File: src/rtl/neuron_feeder_if.sv
`timescale 1ns/1ps
// Memory, neuron and result-buffer signals between neuron_feeder (master) and the
// surrounding memories / serial neuron / result buffer (slave).
interface neuron_feeder_if #(
  parameter int IN_WIDTH = 16,
  parameter int PIX_AW   = 10,
  parameter int W_AW     = 13,
  parameter int N_AW     = 4
);
  logic                mem_rd;
  logic [PIX_AW-1:0]   pix_addr;
  logic [IN_WIDTH-1:0] pix_data;
  logic [W_AW-1:0]     w_addr;
  logic [IN_WIDTH-1:0] w_data;
  logic [N_AW-1:0]     b_addr;
  logic [IN_WIDTH-1:0] b_data;
  logic [IN_WIDTH-1:0] data_in;
  logic [IN_WIDTH-1:0] weight_in;
  logic [IN_WIDTH-1:0] bias_in;
  logic                input_valid;
  logic                neuron_clr;
  logic                neuron_valid;
  logic [15:0]         neuron_data;
  logic                res_we;
  logic [N_AW-1:0]     res_addr;
  logic [15:0]         res_data;

  modport master (
    output mem_rd, pix_addr, w_addr, b_addr, data_in, weight_in, bias_in,
           input_valid, neuron_clr, res_we, res_addr, res_data,
    input  pix_data, w_data, b_data, neuron_valid, neuron_data
  );

  modport slave (
    input  mem_rd, pix_addr, w_addr, b_addr, data_in, weight_in, bias_in,
           input_valid, neuron_clr, res_we, res_addr, res_data,
    output pix_data, w_data, b_data, neuron_valid, neuron_data
  );
endinterface

File: src/rtl/neuron_feeder.sv
`timescale 1ns/1ps
// Sequencer for the shared serial neuron: streams operand triples per neuron, collects
// each result into the result buffer, and recovers from abort or a silent neuron.
module neuron_feeder #(
  parameter int IN_WIDTH    = 16,
  parameter int NUM_INPUTS  = 784,
  parameter int NUM_NEURONS = 10,
  parameter int PIX_AW      = 10,
  parameter int W_AW        = 13,
  parameter int N_AW        = 4,
  parameter int TIMEOUT     = 16
) (
  input  logic clk,
  input  logic rst,
  input  logic start,
  input  logic abort,
  output logic busy,
  output logic done,
  output logic error,
  neuron_feeder_if.master bus
);
  localparam int TC_W = (TIMEOUT > 1) ? $clog2(TIMEOUT) : 1;
  localparam logic [PIX_AW-1:0] I_LAST = PIX_AW'(NUM_INPUTS - 1);
  localparam logic [N_AW-1:0]   N_LAST = N_AW'(NUM_NEURONS - 1);
  localparam logic [W_AW-1:0]   W_STEP = W_AW'(NUM_INPUTS);
  localparam logic [TC_W-1:0]   T_LAST = TC_W'(TIMEOUT - 1);

  typedef enum logic [1:0] {IDLE, STREAM, WAIT, WRITE} state_t;

  state_t            state, state_nxt;
  logic [PIX_AW-1:0] i_q, i_nxt;
  logic [N_AW-1:0]   n_q, n_nxt;
  logic [W_AW-1:0]   base_q, base_nxt;
  logic [TC_W-1:0]   tcnt_q, tcnt_nxt;
  logic              err_nxt, clr_nxt, cap;
  logic              halt, rd, we;
  logic              vld_p1, clr_p1;
  logic [15:0]       res_p1;
  logic [IN_WIDTH-1:0] op_pix, op_w, op_b;

  assign halt = abort && (state != IDLE);
  assign rd   = (state == STREAM);
  assign we   = (state == WRITE) && !abort;

  always_comb begin
    state_nxt = state;
    i_nxt     = i_q;
    n_nxt     = n_q;
    base_nxt  = base_q;
    tcnt_nxt  = '0;
    err_nxt   = error;
    clr_nxt   = 1'b0;
    cap       = 1'b0;
    case (state)
      IDLE: begin
        if (start) begin
          err_nxt   = 1'b0;
          i_nxt     = '0;
          n_nxt     = '0;
          base_nxt  = '0;
          state_nxt = STREAM;
        end
      end
      STREAM: begin
        if (i_q == I_LAST) begin
          i_nxt     = '0;
          state_nxt = WAIT;
        end else begin
          i_nxt = i_q + 1'b1;
        end
      end
      WAIT: begin
        if (bus.neuron_valid) begin
          cap       = 1'b1;
          state_nxt = WRITE;
        end else if (tcnt_q == T_LAST) begin
          err_nxt   = 1'b1;
          clr_nxt   = 1'b1;
          state_nxt = IDLE;
        end else begin
          tcnt_nxt = tcnt_q + 1'b1;
        end
      end
      WRITE: begin
        if (n_q == N_LAST) begin
          state_nxt = IDLE;
        end else begin
          n_nxt     = n_q + 1'b1;
          base_nxt  = base_q + W_STEP;
          state_nxt = STREAM;
        end
      end
      default: state_nxt = IDLE;
    endcase
    // Abort overrides every transition and flushes the neuron's partial sum.
    if (halt) begin
      state_nxt = IDLE;
      i_nxt     = '0;
      tcnt_nxt  = '0;
      err_nxt   = error;
      clr_nxt   = 1'b1;
      cap       = 1'b0;
    end
  end

  always_ff @(posedge clk or negedge rst) begin
    if (!rst) begin
      state  <= IDLE;
      i_q    <= '0;
      n_q    <= '0;
      base_q <= '0;
      tcnt_q <= '0;
      error  <= 1'b0;
      vld_p1 <= 1'b0;
      clr_p1 <= 1'b0;
      res_p1 <= '0;
    end else begin
      state  <= state_nxt;
      i_q    <= i_nxt;
      n_q    <= n_nxt;
      base_q <= base_nxt;
      tcnt_q <= tcnt_nxt;
      error  <= err_nxt;
      // Stage p1: read data returns, so the operand-valid lags the read by one cycle.
      vld_p1 <= rd && !halt;
      clr_p1 <= clr_nxt;
      if (cap) res_p1 <= bus.neuron_data;
    end
  end

  assign op_pix = bus.pix_data;
  assign op_w   = bus.w_data;
  assign op_b   = bus.b_data;

  assign busy          = (state != IDLE);
  assign done          = we && (n_q == N_LAST);
  assign bus.mem_rd    = rd;
  assign bus.pix_addr  = i_q;
  assign bus.w_addr    = base_q + W_AW'(i_q);
  assign bus.b_addr    = n_q;
  assign bus.data_in   = op_pix;
  assign bus.weight_in = op_w;
  assign bus.bias_in   = op_b;
  assign bus.input_valid = vld_p1;
  assign bus.neuron_clr  = clr_p1;
  assign bus.res_we    = we;
  assign bus.res_addr  = n_q;
  assign bus.res_data  = res_p1;
endmodule

File: src/flat_wrapper.sv
// flat-port wrapper written by rule: the top's interface ports become plain ports
module neuron_feeder_flat 
#(
  parameter int IN_WIDTH    = 16,
  parameter int NUM_INPUTS  = 784,
  parameter int NUM_NEURONS = 10,
  parameter int PIX_AW      = 10,
  parameter int W_AW        = 13,
  parameter int N_AW        = 4,
  parameter int TIMEOUT     = 16
)
  (clk, rst, start, abort, busy, done, error, bus_mem_rd, bus_pix_addr, bus_w_addr, bus_b_addr, bus_data_in, bus_weight_in, bus_bias_in, bus_input_valid, bus_neuron_clr, bus_res_we, bus_res_addr, bus_res_data, bus_pix_data, bus_w_data, bus_b_data, bus_neuron_valid, bus_neuron_data);
  neuron_feeder_if #(.IN_WIDTH(IN_WIDTH), .PIX_AW(PIX_AW), .W_AW(W_AW), .N_AW(N_AW)) bus_i ();
  input  logic clk;
  input  logic rst;
  input  logic start;
  input  logic abort;
  output logic busy;
  output logic done;
  output logic error;
  output wire logic [$bits(bus_i.mem_rd)-1:0] bus_mem_rd;
  output wire logic [$bits(bus_i.pix_addr)-1:0] bus_pix_addr;
  output wire logic [$bits(bus_i.w_addr)-1:0] bus_w_addr;
  output wire logic [$bits(bus_i.b_addr)-1:0] bus_b_addr;
  output wire logic [$bits(bus_i.data_in)-1:0] bus_data_in;
  output wire logic [$bits(bus_i.weight_in)-1:0] bus_weight_in;
  output wire logic [$bits(bus_i.bias_in)-1:0] bus_bias_in;
  output wire logic [$bits(bus_i.input_valid)-1:0] bus_input_valid;
  output wire logic [$bits(bus_i.neuron_clr)-1:0] bus_neuron_clr;
  output wire logic [$bits(bus_i.res_we)-1:0] bus_res_we;
  output wire logic [$bits(bus_i.res_addr)-1:0] bus_res_addr;
  output wire logic [$bits(bus_i.res_data)-1:0] bus_res_data;
  input wire logic [$bits(bus_i.pix_data)-1:0] bus_pix_data;
  input wire logic [$bits(bus_i.w_data)-1:0] bus_w_data;
  input wire logic [$bits(bus_i.b_data)-1:0] bus_b_data;
  input wire logic [$bits(bus_i.neuron_valid)-1:0] bus_neuron_valid;
  input wire logic [$bits(bus_i.neuron_data)-1:0] bus_neuron_data;
  assign bus_mem_rd = bus_i.mem_rd;
  assign bus_pix_addr = bus_i.pix_addr;
  assign bus_w_addr = bus_i.w_addr;
  assign bus_b_addr = bus_i.b_addr;
  assign bus_data_in = bus_i.data_in;
  assign bus_weight_in = bus_i.weight_in;
  assign bus_bias_in = bus_i.bias_in;
  assign bus_input_valid = bus_i.input_valid;
  assign bus_neuron_clr = bus_i.neuron_clr;
  assign bus_res_we = bus_i.res_we;
  assign bus_res_addr = bus_i.res_addr;
  assign bus_res_data = bus_i.res_data;
  assign bus_i.pix_data = bus_pix_data;
  assign bus_i.w_data = bus_w_data;
  assign bus_i.b_data = bus_b_data;
  assign bus_i.neuron_valid = bus_neuron_valid;
  assign bus_i.neuron_data = bus_neuron_data;
  neuron_feeder #(.IN_WIDTH(IN_WIDTH), .NUM_INPUTS(NUM_INPUTS), .NUM_NEURONS(NUM_NEURONS), .PIX_AW(PIX_AW), .W_AW(W_AW), .N_AW(N_AW), .TIMEOUT(TIMEOUT)) u_core (.clk(clk), .rst(rst), .start(start), .abort(abort), .busy(busy), .done(done), .error(error), .bus(bus_i));
endmodule
File: config.mk
export PLATFORM = sky130hd
export DESIGN_NAME = neuron_feeder_flat
export DESIGN_NICKNAME = d
export VERILOG_FILES = /design/src/rtl/neuron_feeder_if.sv /design/src/rtl/neuron_feeder.sv /design/src/flat_wrapper.sv
export SDC_FILE = /design/constraint.sdc
export NUM_CORES = 1
export LEC_CHECK = 0
export ABC_AREA = 1
export CAP_MARGIN = 30
export CORE_UTILIZATION = 40
export CTS_CLUSTER_SIZE = 20
export DETAILED_ROUTE_END_ITERATION = 8
export HOLD_SLACK_MARGIN = 0.02
export PLACE_DENSITY = 0.78
export SETUP_SLACK_MARGIN = 0.1
export SLEW_MARGIN = 10
export SYNTH_ARGS = -nofsm -noshare
export SYNTH_HDL_FRONTEND = slang
export SYNTH_SLANG_ARGS = --single-unit
File: constraint.sdc
create_clock -name clk -period 2.3 [get_ports clk]
set_clock_uncertainty 0.1 [all_clocks]
set_input_delay 0.46 -clock clk [delete_from_list [all_inputs] [get_ports clk]]
set_output_delay 0.46 -clock clk [all_outputs]
set_load 0.02 [all_outputs]
# ---- Word-level counts from Yosys, hierarchy flattened
# Index checks and enable logic that the tools add are counted.
dict set report classes {
  eq_ne 13
  reduce_logical 15
  addsub 5
  bitwise_logic 1
  mux 32
}
# cell count
set ops {}
lappend ops {{10-bit two-way mux} 3}
lappend ops {{13-bit two-way mux} 2}
lappend ops {{13-bit case mux with 2 select lines} 1}
lappend ops {{4-bit two-way mux} 6}
lappend ops {{10-bit case mux with 2 select lines} 1}
lappend ops {{13-bit by 10-bit adder with 13-bit output} 1}
lappend ops {{13-bit by 10-bit adder with 13-bit output (second input constant)} 1}
lappend ops {{1-bit two-way mux} 11}
lappend ops {{10-bit by 1-bit adder with 10-bit output (second input constant)} 1}
lappend ops {{10-bit equality test (second input constant)} 1}
lappend ops {{2-bit two-way mux} 5}
lappend ops {{4-bit by 1-bit adder with 4-bit output (second input constant)} 2}
lappend ops {{4-bit equality test (second input constant)} 2}
lappend ops {{2-bit case mux with 4 select lines} 1}
lappend ops {{4-bit case mux with 2 select lines} 1}
lappend ops {{2-bit != test (second input constant)} 3}
lappend ops {{3-bit by 2-bit != test with 1-bit output (second input constant)} 2}
lappend ops {{3-bit AND reduction} 2}
lappend ops {{2-bit nonzero test} 3}
lappend ops {{5-bit AND reduction} 1}
lappend ops {{2-bit equality test (second input constant)} 2}
lappend ops {{1-bit logical AND} 4}
lappend ops {{4-bit by 2-bit != test with 1-bit output (second input constant)} 1}
lappend ops {{3-bit nonzero test} 1}
lappend ops {{other kinds (7)} 8}
dict set report word_totals {
  output_inout_bits 102
  inputBits 69
  regBits 52
  elab_cells 75
}

# ---- Longest topological paths before layout
# Gate-level depths: netlist of the first run.
dict set report depth {
  depth_word 5
  ltp_mapped 9
  ltp_nobuf 9
}

# ---- Worst setup path before layout of the first run
# OpenSTA, ideal clock, no wires.
dict set report synth_timing {
  path_kind {register to output}
  from {register u_core.i_q[5], in the netlist u_core.bus.pix_addr[5]}
  to {output bus_w_addr[9]}
  arrival_ps 1565
  setup_slack_ps 175
  n_path_buf 0
  stages_incl_launch_ff 9
  required_time_ps 1740
  cell_sequence {dfrtp_1 -> ha_1 -> nand2_1 -> nand2_1 -> a21oi_1 -> inv_1 -> nand2_1 -> nand3_1 -> nand2_1}
}
dict set report synth_between {
  elab_chain_cells 1
}
# item line_no
set synth_lines {}
lappend synth_lines {{start: declaration} neuron_feeder.sv:31} ;# logic [PIX_AW-1:0] i_q, i_nxt;
lappend synth_lines {{start signal: assignment} neuron_feeder.sv:119} ;# i_q <= i_nxt;
lappend synth_lines {{13-bit by 10-bit adder with 13-bit output} neuron_feeder.sv:139} ;# assign bus.w_addr = base_q + W_AW'(i_q);
lappend synth_lines {{end: declaration} flat_wrapper.sv:23} ;# output wire logic [$bits(bus_i.w_addr)-1:0] bus_w_addr;
# No other way between the ends.

# ---- Worst setup path in the final report of the first run
dict set report layout_timing {
  from {register u_core.i_q[9], in the netlist u_core.bus.pix_addr[9]}
  to {output bus_w_addr[11]}
}
# The elaborated chain is that of the path after synthesis.

==> results.txt, run 1 <==
Status: finished, violations left
Failing checks: setup timing
First-pass GRT wire length: 11800 um
Cell Area, Placed: 0.00377 sq mm
Worst-Skew Late Latency: 310 ps
Vias in the first global route: 2745
Initial Utilization: 42.3%
Reg-to-reg startpoint: u_core.base_q[5]$_DFFE_PN0P_
Unrepaired setup endpoints after global routing: yes
Clock root cell: clkbuf_8
Die Wd: 90.5 um
Grt ovf: 0
Die Ht: 90.5 um
Post-Syn Area: 0.00313 sq mm
Worst-path clk slew: 100 ps
WS Path Type: reg -> out
CP max-delay cell: dfrtp_1
Mapped Avg Cell Area: 8.22 sq um
Min-delay worst type: in -> async
CP Buf/Inv Count: 2
R2R depth: 7
WP data required: 1740 ps
CP peak stage delay: 450 ps
DRT antenna net count: 0
Critical Path Source Type: flip-flop
Unique masters post-synth: 28
Final Net Count: 515
Synthesized Nets: 462
GPL Wtd Cong: 0.844
TritonCTS sink count: 48
Area grow syn2layout: 29.8%
CTS tree: yes
Via density: 4.93
Most common cell after layout, fill and taps aside: nand2_1
Crit share post-route: 100%
Max Transition Viols Final: 0
Seq/Total Area, Yosys: 38.4%
Synth Register Bits: 48
Worst-margin pin slew: 582 ps
DP HPWL: 5290 um
Multi-input gate area: 0.00150 sq mm
Num CTS Buffers: 5
Leakage: 0.00203 uW
CP Cell Sequence: ha_4 -> buf_4 -> nand2_2 -> nor2_2 -> a21oi_2 -> nand2_1 -> nand2_1 -> nand2_2 -> buf_6
Port buffer count: 74
Finished Cell Area: 0.00407 sq mm
Critical R2R Capture: u_core.base_q[12]$_DFFE_PN0P_
Io pins: 171
Critical path's top delay family: flip-flops
Fillers: 674
Drt first pass iters: 4
Fin crit period: 2300 ps
FF/Latch Area: 0.00120 sq mm
Worst setup margin: -2.06 ps
Commonest non-fill, non-tap cells in the layout: 71 x nand2_1, 59 x clkdlybuf4s50_1, 47 x dfrtp_1, 34 x inv_1
Slew headroom: 61.2%
H-tree depth: 2
Final Hold Fails: 0
Layout cells sized above 1: 24.6%
Max cap viols: 0
Drt initial violations: 153
Die area: 0.00819 sq mm
Total GRT Usage: 17.7%
Worst setup EP type: output pin
Antenna violations before repair: 0
Cells after synthesis: 381
Power density cells: 954 mW/mm^2
R2R Setup Slk: 630 ps
Inserted Diodes: 0
Ys Warns: 0
Critical-path maximum fanout: 3
Pin count of the biggest net entering global routing: 26
CORE AREA: 0.00741 sq mm
Fmax: 434 MHz
Final total power: 3880 uW
Routed vias: 2631
Detailed Route WL: 7150 um
Site Rows: 31
CTS max path bufs: 2
WL/cell: 13.4 um
DRC viols: 0
Critical path arrival: 1740 ps
Setup-failing EPs final: 1
VDD IR max: 0.692 mV
==> flip-flops by register name, indices dropped and copies added (netlist names) <==
register                flops
u_core.base_q               9
u_core.bus.b_addr           4
u_core.bus.input_valid      1
u_core.bus.neuron_clr       1
u_core.bus.pix_addr        10
u_core.bus.res_data        16
u_core.error                1
u_core.state                2
u_core.tcnt_q               4
==> cells by family after synthesis <==
logic type | Yosys count | share of synthesized area (%)
mux | 16 | 6.83
buf+inv | 97 | 18.5
xor+xnor | 10 | 2.80
flops | 48 | 38.4
simple gates | 165 | 22.9
compound gates | 32 | 5.75
other cells | 1 | 0.120
fa+ha+maj | 12 | 4.79
==> metal layers <==
| layer | part of all wire, % | track usage [%] | wire, um | up-vias |
|---|---|---|---|---|
| met2 | 45 | 28.6 | 3240 | 115 |
| li1 | - | - | - | 1266 |
| met4 | 4.3 | 10.3 | 310 | 0 |
| met3 | 8.1 | 5.98 | 578 | 42 |
| met1 | 42 | 20.2 | 3020 | 1208 |
| met5 | 0 | 0 | 0 | - |
==> through the flow <==
stage	util, %	worst slack [ps]	setup TNS (ps)	hold slack [ps]	cells
6_report	54.9	-2.06	-2.06	35.0	534
5_1_grt	54.9	-112	-350	77.1	534
4_1_cts	54.0	-25.9	-30.7	53.5	533
3_5_place_dp	50.9	-258	-1180	354	523
3_3_place_gp	50.9	-181	-819	350	523
2_1_floorplan	-	175	0	64.4	381
==> synthesized netlist by cell type <==
master    count  area, sq um
nor2_4        1         11.3
nor3_1        2         10.0
a21oi_4       1         16.3
a21oi_1      14         70.1
mux2_2        7         78.8
nor2_1       36          135
nand2_2       4         25.0
xor2_1        6         52.6
a21o_1        1         7.51
buf_6         2         22.5
o31ai_1       2         15.0
inv_2         4         15.0
nand2_1      82          308
o21ai_1       1         5.00
ha_1         12          150
clkbuf_1      2         7.51
nor2_2        2         12.5
dfrtp_1      48         1200
xnor2_1       4         35.0
nand4_1      10         62.6
nand3_1      27          135
buf_4        53          398
nand3_4       1         17.5
o22ai_1       1         6.26
o21ai_0      12         60.1
mux2_4        9          135
conb_1        1         3.75
inv_1        36          135
==> timing repair <==
action	4_1_cts	5_1_grt
endpoints found under the hold margin	0	0
buffers inserted	2	1
resized for setup	62	25
hold buffers	0	0
setup endpoints to repair	13	11
pin swaps	9	16
==> worst max path at each step <==
stage,start,endpoint,slack [ps],cells past startpoint
2_1_floorplan,u_core.bus.pix_addr[5]$_DFFE_PN0P_,bus_w_addr[9],170,8
3_3_place_gp,u_core.bus.pix_addr[5]$_DFFE_PN0P_,bus_w_addr[11],-180,9
3_5_place_dp,u_core.bus.pix_addr[5]$_DFFE_PN0P_,bus_w_addr[11],-260,9
4_1_cts,u_core.bus.pix_addr[9]$_DFFE_PN0P_,bus_w_addr[11],-30,9
5_1_grt,u_core.bus.pix_addr[9]$_DFFE_PN0P_,bus_w_addr[11],-110,9
6_report,u_core.bus.pix_addr[9]$_DFFE_PN0P_,bus_w_addr[11],-2,9
==> power breakdown <==
part / internal, uW / switching [uW] / leakage (uW) / total, uW
Clock: 438 / 296 / 0.0000687 / 734
Sequential: 1070 / 185 / 0.000637 / 1250
Combinational: 879 / 1010 / 0.00132 / 1890
==> layout make-up <==
| cell class | instances | share of cell area (%) |
|---|---|---|
| Timing Repair Buffer | 103 | 23.3 |
| Sequential cell | 48 | 29.6 |
| Multi-Input combinational cell | 236 | 37.0 |
| Clock inverter | 3 | 1.69 |
| Tap cell | 99 | 3.05 |
| Inverter | 40 | 3.69 |
| Clock buffer | 5 | 1.69 |
No activity file was read; power rests on OpenSTA's default activity.
==> inputs of run 2 (changes only) <==
CORE_MARGIN = 2   (was not set)
==> run 2 against run 1 <==
Compared with the run above:
- total power is 5.7% lower
- highest routed layer unchanged
- the flow now finishes without violations
- critical path depth unchanged
- largest cell class unchanged
- first-iteration DRC count increased by 7.2%
- via count decreased by 1.2%
- critical path type unchanged
- non-clock buffer count increased by 5
==> results.txt, run 2 (synthesis gave the netlist of run 1 again) <==
R2R depth: 8 (+1)
Num CTS Buffers: 5 (unchanged)
Worst-path clk slew: 90 ps (about the same)
Drt first pass iters: 4 (unchanged)
Crit share post-route: 99.7% (-0.39 points)
Switching power: 1480 uW (-0.96%)
Final Net Count: 520 (+0.97%)
Fin crit period: 2290 ps (-9.05 ps)
Die Ht: 92.5 um (+2.2%)
Slew headroom: 60.1% (-1.0 points)
CP Buf/Inv Count: 2 (unchanged)
Critical path arrival: 1730 ps (about the same)
Layout cells sized above 1: 25.5% (+0.86 points)
DRT antenna net count: 0 (unchanged)
Inserted Diodes: 0 (unchanged)
Total GRT Usage: 16.4% (-1.3 points)
Setup-failing EPs final: 0 (-1)
Worst-margin pin slew: 598 ps (+15.7 ps)
Final Hold Fails: 0 (unchanged)
CTS tree: yes
Critical Path Source Type: flip-flop
VDD IR max: 0.594 mV (-14%)
Power density cells: 896 mW/mm^2 (-6.0%)
Routed vias: 2600 (-1.2%)
Number of flip-flops in the largest register: 16 (unchanged)
Die area: 0.00855 sq mm (+4.5%)
Antenna violations before repair: 0 (unchanged)
Fmax: 436 MHz (+0.39%)
P_int: 2180 uW (-8.7%)
Worst setup EP type: output pin
Detailed Route WL: 7030 um (-1.7%)
Io pins: 171 (unchanged)
Clock root cell: clkbuf_8
Worst-Skew Late Latency: 300 ps (about the same)
First-pass GRT wire length: 11400 um (-3.6%)
Reg-to-reg startpoint: u_core.base_q[4]$_DFFE_PN0P_
Most common cell after layout, fill and taps aside: nand2_1
Flop pwr share: 34.4% (+2.1 points)
Critical path's top delay family: flip-flops
WP data required: 1740 ps (about the same)
CTS hold repair buffers: 0 (unchanged)
Die Wd: 92.5 um (+2.2%)
Port buffer count: 74 (unchanged)
Switching Share: 40.4% (+1.9 points)
Min-delay worst type: in -> async
CORE AREA: 0.00765 sq mm (+3.2%)
DP HPWL: 5140 um (-2.7%)
Status: finished clean
WL/cell: 13.0 um (-3.1%)
Grt ovf: 0 (unchanged)
Combinational share of power: 52.2% (+3.5 points)
Drt initial violations: 164 (+7.2%)
Final hold slack: 140 ps (+105 ps)
DRC viols: 0 (unchanged)
Max Transition Viols Final: 0 (unchanged)
WS Path Type: reg -> out
Commonest non-fill, non-tap cells in the layout: 69 x nand2_1, 60 x clkdlybuf4s50_1, 48 x dfrtp_1, 33 x inv_1, 33 x buf_4
CP max-delay cell: dfrtp_1
Unrepaired setup endpoints after global routing: yes
R2R Setup Slk: 640 ps (about the same)
GPL Wtd Cong: 0.828 (-1.9%)
Initial Utilization: 41.0% (-1.3 points)
Pin count of the biggest net entering global routing: 49 (+88%)
CP Cell Sequence: ha_4 -> buf_6 -> nand2_4 -> nor2_1 -> a21oi_2 -> nand2_1 -> nand2_1 -> nand2_2 -> buf_6
Area grow syn2layout: 30.3%
Leakage: 0.00202 uW (-0.17%)
Critical R2R Capture: u_core.base_q[12]$_DFFE_PN0P_
Pre-CTS setup slack: -203 ps (+54.6 ps)
Clk network pwr share: 13.4% (-5.5 points)
Max cap viols: 0 (unchanged)
CP peak stage delay: 440 ps (about the same)
H-tree depth: 2 (unchanged)
CTS max path bufs: 2 (unchanged)
Critical-path maximum fanout: 3 (unchanged)
Worst setup margin: 6.98 ps (+9.05 ps)
Site Rows: 32 (+3.2%)
TritonCTS sink count: 48 (unchanged)
Vias in the first global route: 2528 (-7.9%)
Via density: 4.80 (-2.6%)
==> run 2: changes by cell type in the layout (fill, tap and decap cells not counted), moves of 2 or more <==
| cell | change |
|---|---|
| buf_6 | +3 |
| nor2_2 | -2 |
| clkbuf_1 | +2 |
| nand2_1 | -2 |
| buf_4 | +3 |
| bufinv_16 | -2 |
==> run 2: power groups by stage <==
stage / Clock (uW) / Combinational (uW) / Sequential [uW]
2_1_floorplan: 0 / 1000 / 1440
3_3_place_gp: 0 / 1830 / 1250
3_5_place_dp: 0 / 1860 / 1250
4_1_cts: 509 / 1860 / 1250
5_1_grt: 545 / 2070 / 1290
6_report: 490 / 1910 / 1260
==> run 2: through the flow <==
step | power [uW] | setup TNS, ps | std cells | area, sq um | util (%)
2_1_floorplan | 2450 | 0 | 381 | 3130 | -
3_3_place_gp | 3080 | -831 | 528 | 3780 | 49.4
3_5_place_dp | 3120 | -1030 | 528 | 3780 | 49.4
4_1_cts | 3620 | -111 | 540 | 3960 | 51.8
5_1_grt | 3910 | -168 | 542 | 4080 | 53.4
6_report | 3660 | 0 | 542 | 4080 | 53.4
==> run 2: how the worst max path moves through the flow <==
stage | slack, ps | start | endpoint | cells past startpoint
after floorplan | 170 | u_core.bus.pix_addr[5]$_DFFE_PN0P_ | bus_w_addr[9] | 8
after global placement | -180 | u_core.bus.pix_addr[5]$_DFFE_PN0P_ | bus_w_addr[11] | 9
after detailed placement | -200 | u_core.bus.pix_addr[5]$_DFFE_PN0P_ | bus_w_addr[11] | 9
after CTS | -70 | u_core.base_q[5]$_DFFE_PN0P_ | bus_w_addr[11] | 10
after global routing | -80 | u_core.bus.pix_addr[9]$_DFFE_PN0P_ | bus_w_addr[10] | 8
final | 7 | u_core.bus.pix_addr[9]$_DFFE_PN0P_ | bus_w_addr[11] | 9
==> run 2: worst register-to-register path: stages, from the launching register on <==
cell,delay [ps]
dfrtp_1,400
buf_4,150
ha_1,190
nand2_1,90
o21ai_0,300
nand3_1,150
nand2_1,80
nand2_1,50
nor2_1,80
==> run 2: area by class of cell <==
class                   count  area [sq um]
clock buffers               7          76.3
multi-input cells         236          1530
inverters                  40           150
clock inverters             1          8.76
well taps                 102           128
flip-flops and latches     48          1200
fillers                   672          3570
repair buffers            108           987
==> run 2: metal layers <==
metal  vias to the layer above  share of wire [%]  global-route usage (%)
met3                        16                9.4                    5.29
met5                         -                  0                       0
met2                       100                 47                    26.9
met4                         0                1.7                    5.60
met1                      1200                 42                    20.2
li1                       1284                  -                       -
==> run 2: repair_timing <==
item / 4_1_cts / 5_1_grt
gates resized for setup: 62 / 32
setup endpoints to repair: 13 / 9
hold endpoints to repair: 0 / 0
setup buffers: 4 / 2
pin swaps: 11 / 15
==> inputs of run 3 (changes only) <==
CORE_ASPECT_RATIO = 0.5   (was not set)
==> run 3 against run 2 <==
Compared with the run above:
- hold slack worse by 86 ps
- sequential share of layout area down 0.23 points
- total power up 8.1%
- utilization up 1.8 points
- clock-buffer cell count down 2
- first-iteration DRC count up 22%
- sequential cell count unchanged
- global-route usage up 0.81 points
- critical path depth up 1
- critical endpoint is now bus_w_addr[9]
- highest routed layer unchanged
==> results.txt, run 3 (synthesis gave the netlist of run 1 again) <==
CP max-delay cell: dfrtp_1
Number of flip-flops in the largest register: 16 (unchanged)
Pin count of the biggest net entering global routing: 26 (-47%)
CTS max path bufs: 2 (unchanged)
Detailed Route WL: 6970 um (-0.85%)
Slew headroom: 63.3% (+3.2 points)
DRC viols: 0 (unchanged)
Pre-CTS setup slack: -177 ps (+26.2 ps)
Multi-input gate area: 0.00148 sq mm (-3.2%)
WS Path Type: reg -> out
Grt ovf: 0 (unchanged)
Clock root cell: clkbuf_16
Max cap viols: 0 (unchanged)
H-tree depth: 2 (unchanged)
Final Net Count: 519 (-0.19%)
Status: finished clean
Leakage: 0.00205 uW (+1.4%)
DP HPWL: 5020 um (-2.3%)
Fmax: 441 MHz (+1.1%)
Via density: 4.75 (-0.91%)
Commonest non-fill, non-tap cells in the layout: 71 x nand2_1, 60 x clkdlybuf4s50_1, 48 x dfrtp_1, 36 x buf_4, 35 x inv_1
Finished Cell Area: 0.00411 sq mm (+0.80%)
Num CTS Buffers: 5 (unchanged)
Worst-Skew Late Latency: 290 ps (about the same)
Die Ht: 66.6 um (-28%)
Worst setup EP type: output pin
Worst-path clk slew: 70 ps (-20 ps)
Io pins: 171 (unchanged)
Placed insts: 534 (+1.1%)
CP Buf/Inv Count: 2 (unchanged)
Non-filler cells, final: 547 (+0.92%)
Min-delay worst type: in -> async
Cell Area, Placed: 0.00378 sq mm (+0.20%)
Crit share post-route: 98.6% (-1.1 points)
FF/Latch Area: 0.00120 sq mm (unchanged)
Site Rows: 22 (-31%)
Unrepaired setup endpoints after global routing: yes
Critical path arrival: 1710 ps (-20 ps)
Layout cells sized above 1: 24.1% (-1.3 points)
Initial Utilization: 42.0% (+1.0 points)
DRT antenna net count: 0 (unchanged)
CP Cell Sequence: ha_4 -> nand2_2 -> nand2_2 -> a21oi_2 -> inv_2 -> nand2_2 -> nand2_1 -> nand2_1 -> nand2_1 -> buf_6
Critical path's top delay family: flip-flops
TritonCTS sink count: 48 (unchanged)
Routed vias: 2600 (unchanged)
WL/cell: 12.7 um (-1.8%)
First-pass GRT wire length: 11600 um (+2.2%)
Port buffer count: 74 (unchanged)
Die area: 0.00860 sq mm (+0.50%)
Fin crit period: 2270 ps (-25.6 ps)
Vias in the first global route: 2543 (+0.59%)
Power density cells: 961 mW/mm^2 (+7.2%)
Critical-path maximum fanout: 3 (unchanged)
Total GRT Usage: 17.2% (+0.81 points)
Setup-failing EPs final: 0 (unchanged)
Area grow syn2layout: 31.3%
Critical Path Start: u_core.bus.pix_addr[5]$_DFFE_PN0P_
Worst setup margin: 32.6 ps (+25.6 ps)
Max Transition Viols Final: 0 (unchanged)
Drt first pass iters: 4 (unchanged)
CP peak stage delay: 420 ps (-20 ps)
Die Wd: 129 um (+40%)
Drt initial violations: 200 (+22%)
VDD IR max: 0.583 mV (-2.0%)
Most common cell after layout, fill and taps aside: nand2_1
Fillers: 642 (-4.5%)
WP data required: 1740 ps (about the same)
Final Hold Fails: 0 (unchanged)
Antenna violations before repair: 0 (unchanged)
CORE AREA: 0.00746 sq mm (-2.5%)
Worst-margin pin slew: 550 ps (-47.9 ps)
Inserted Diodes: 0 (unchanged)
CTS tree: yes
Critical Path Source Type: flip-flop
Reg-to-reg startpoint: u_core.base_q[5]$_DFFE_PN0P_
GPL Wtd Cong: 0.874 (+5.6%)
-- run 3: changes by cell type in the layout (fill, tap and decap cells not counted), sizes merged --
| cell | change |
|---|---|
| clkinvlp | +1 |
| dlymetal6s2s | +2 |
| buf | -1 |
| clkbuf | -2 |
| bufinv | +1 |
| dlygate4sd2 | -2 |
-- run 3: layout make-up --
| cell class | count | area share (%) |
|---|---|---|
| Sequential cell | 48 | 29.2 |
| Inverter | 40 | 3.65 |
| Multi-Input combinational cell | 236 | 36.0 |
| Clock buffer | 5 | 3.04 |
| Tap cell | 108 | 3.29 |
| Timing Repair Buffer | 107 | 23.8 |
| Clock inverter | 3 | 1.03 |
-- run 3: power by group --
part	switching [uW]	internal [uW]	total [uW]	leakage, uW
registers	177	1070	1250	0.000638
logic	999	880	1880	0.00133
clock network	315	511	826	0.0000798
total	1490	2460	3950	0.00205
-- run 3: timing repair --
item	CTS	global route
pin swaps	4	8
resized for setup	47	29
cloned	0	0
hold buffers	0	0
endpoints found under the setup margin	11	11
setup buffers	3	2
-- run 3: final timing paths --
kind                                                        to  slack, ps  cells after the start
max reg2reg                      u_core.base_q[12]$_DFFE_PN0P_        530                      9
max                                              bus_w_addr[9]         30                     10
max in group asynchronous         u_core.base_q[5]$_DFFE_PN0P_       1450                      2
min reg2reg                         u_core.tcnt_q[0]$_DFF_PN0_        360                      1
min in group clk                    u_core.tcnt_q[0]$_DFF_PN0_        360                      1
min                        u_core.bus.res_data[10]$_DFFE_PN0P_         50                      1
-- run 3: layer usage --
layer / vias to the layer above / part of all wire, % / GRT usage (%)
li1: 1283 / - / -
met3: 19 / 5.2 / 3.21
met5: - / 0 / 0
met1: 1229 / 44 / 21.6
met2: 69 / 49 / 29.5
met4: 0 / 2.3 / 6.79
-- run 3: stage by stage --
stage / utilization [%] / setup TNS [ps] / power (uW) / hold WS [ps]
after global placement: 50.7 / -794 / 3080 / 350
after global routing: 55.1 / -162 / 4240 / 89.4
after detailed placement: 50.7 / -972 / 3100 / 353
after floorplan: - / 0 / 2450 / 64.4
final: 55.1 / 0 / 3950 / 53.5
after CTS: 53.9 / 0 / 3940 / 73.8
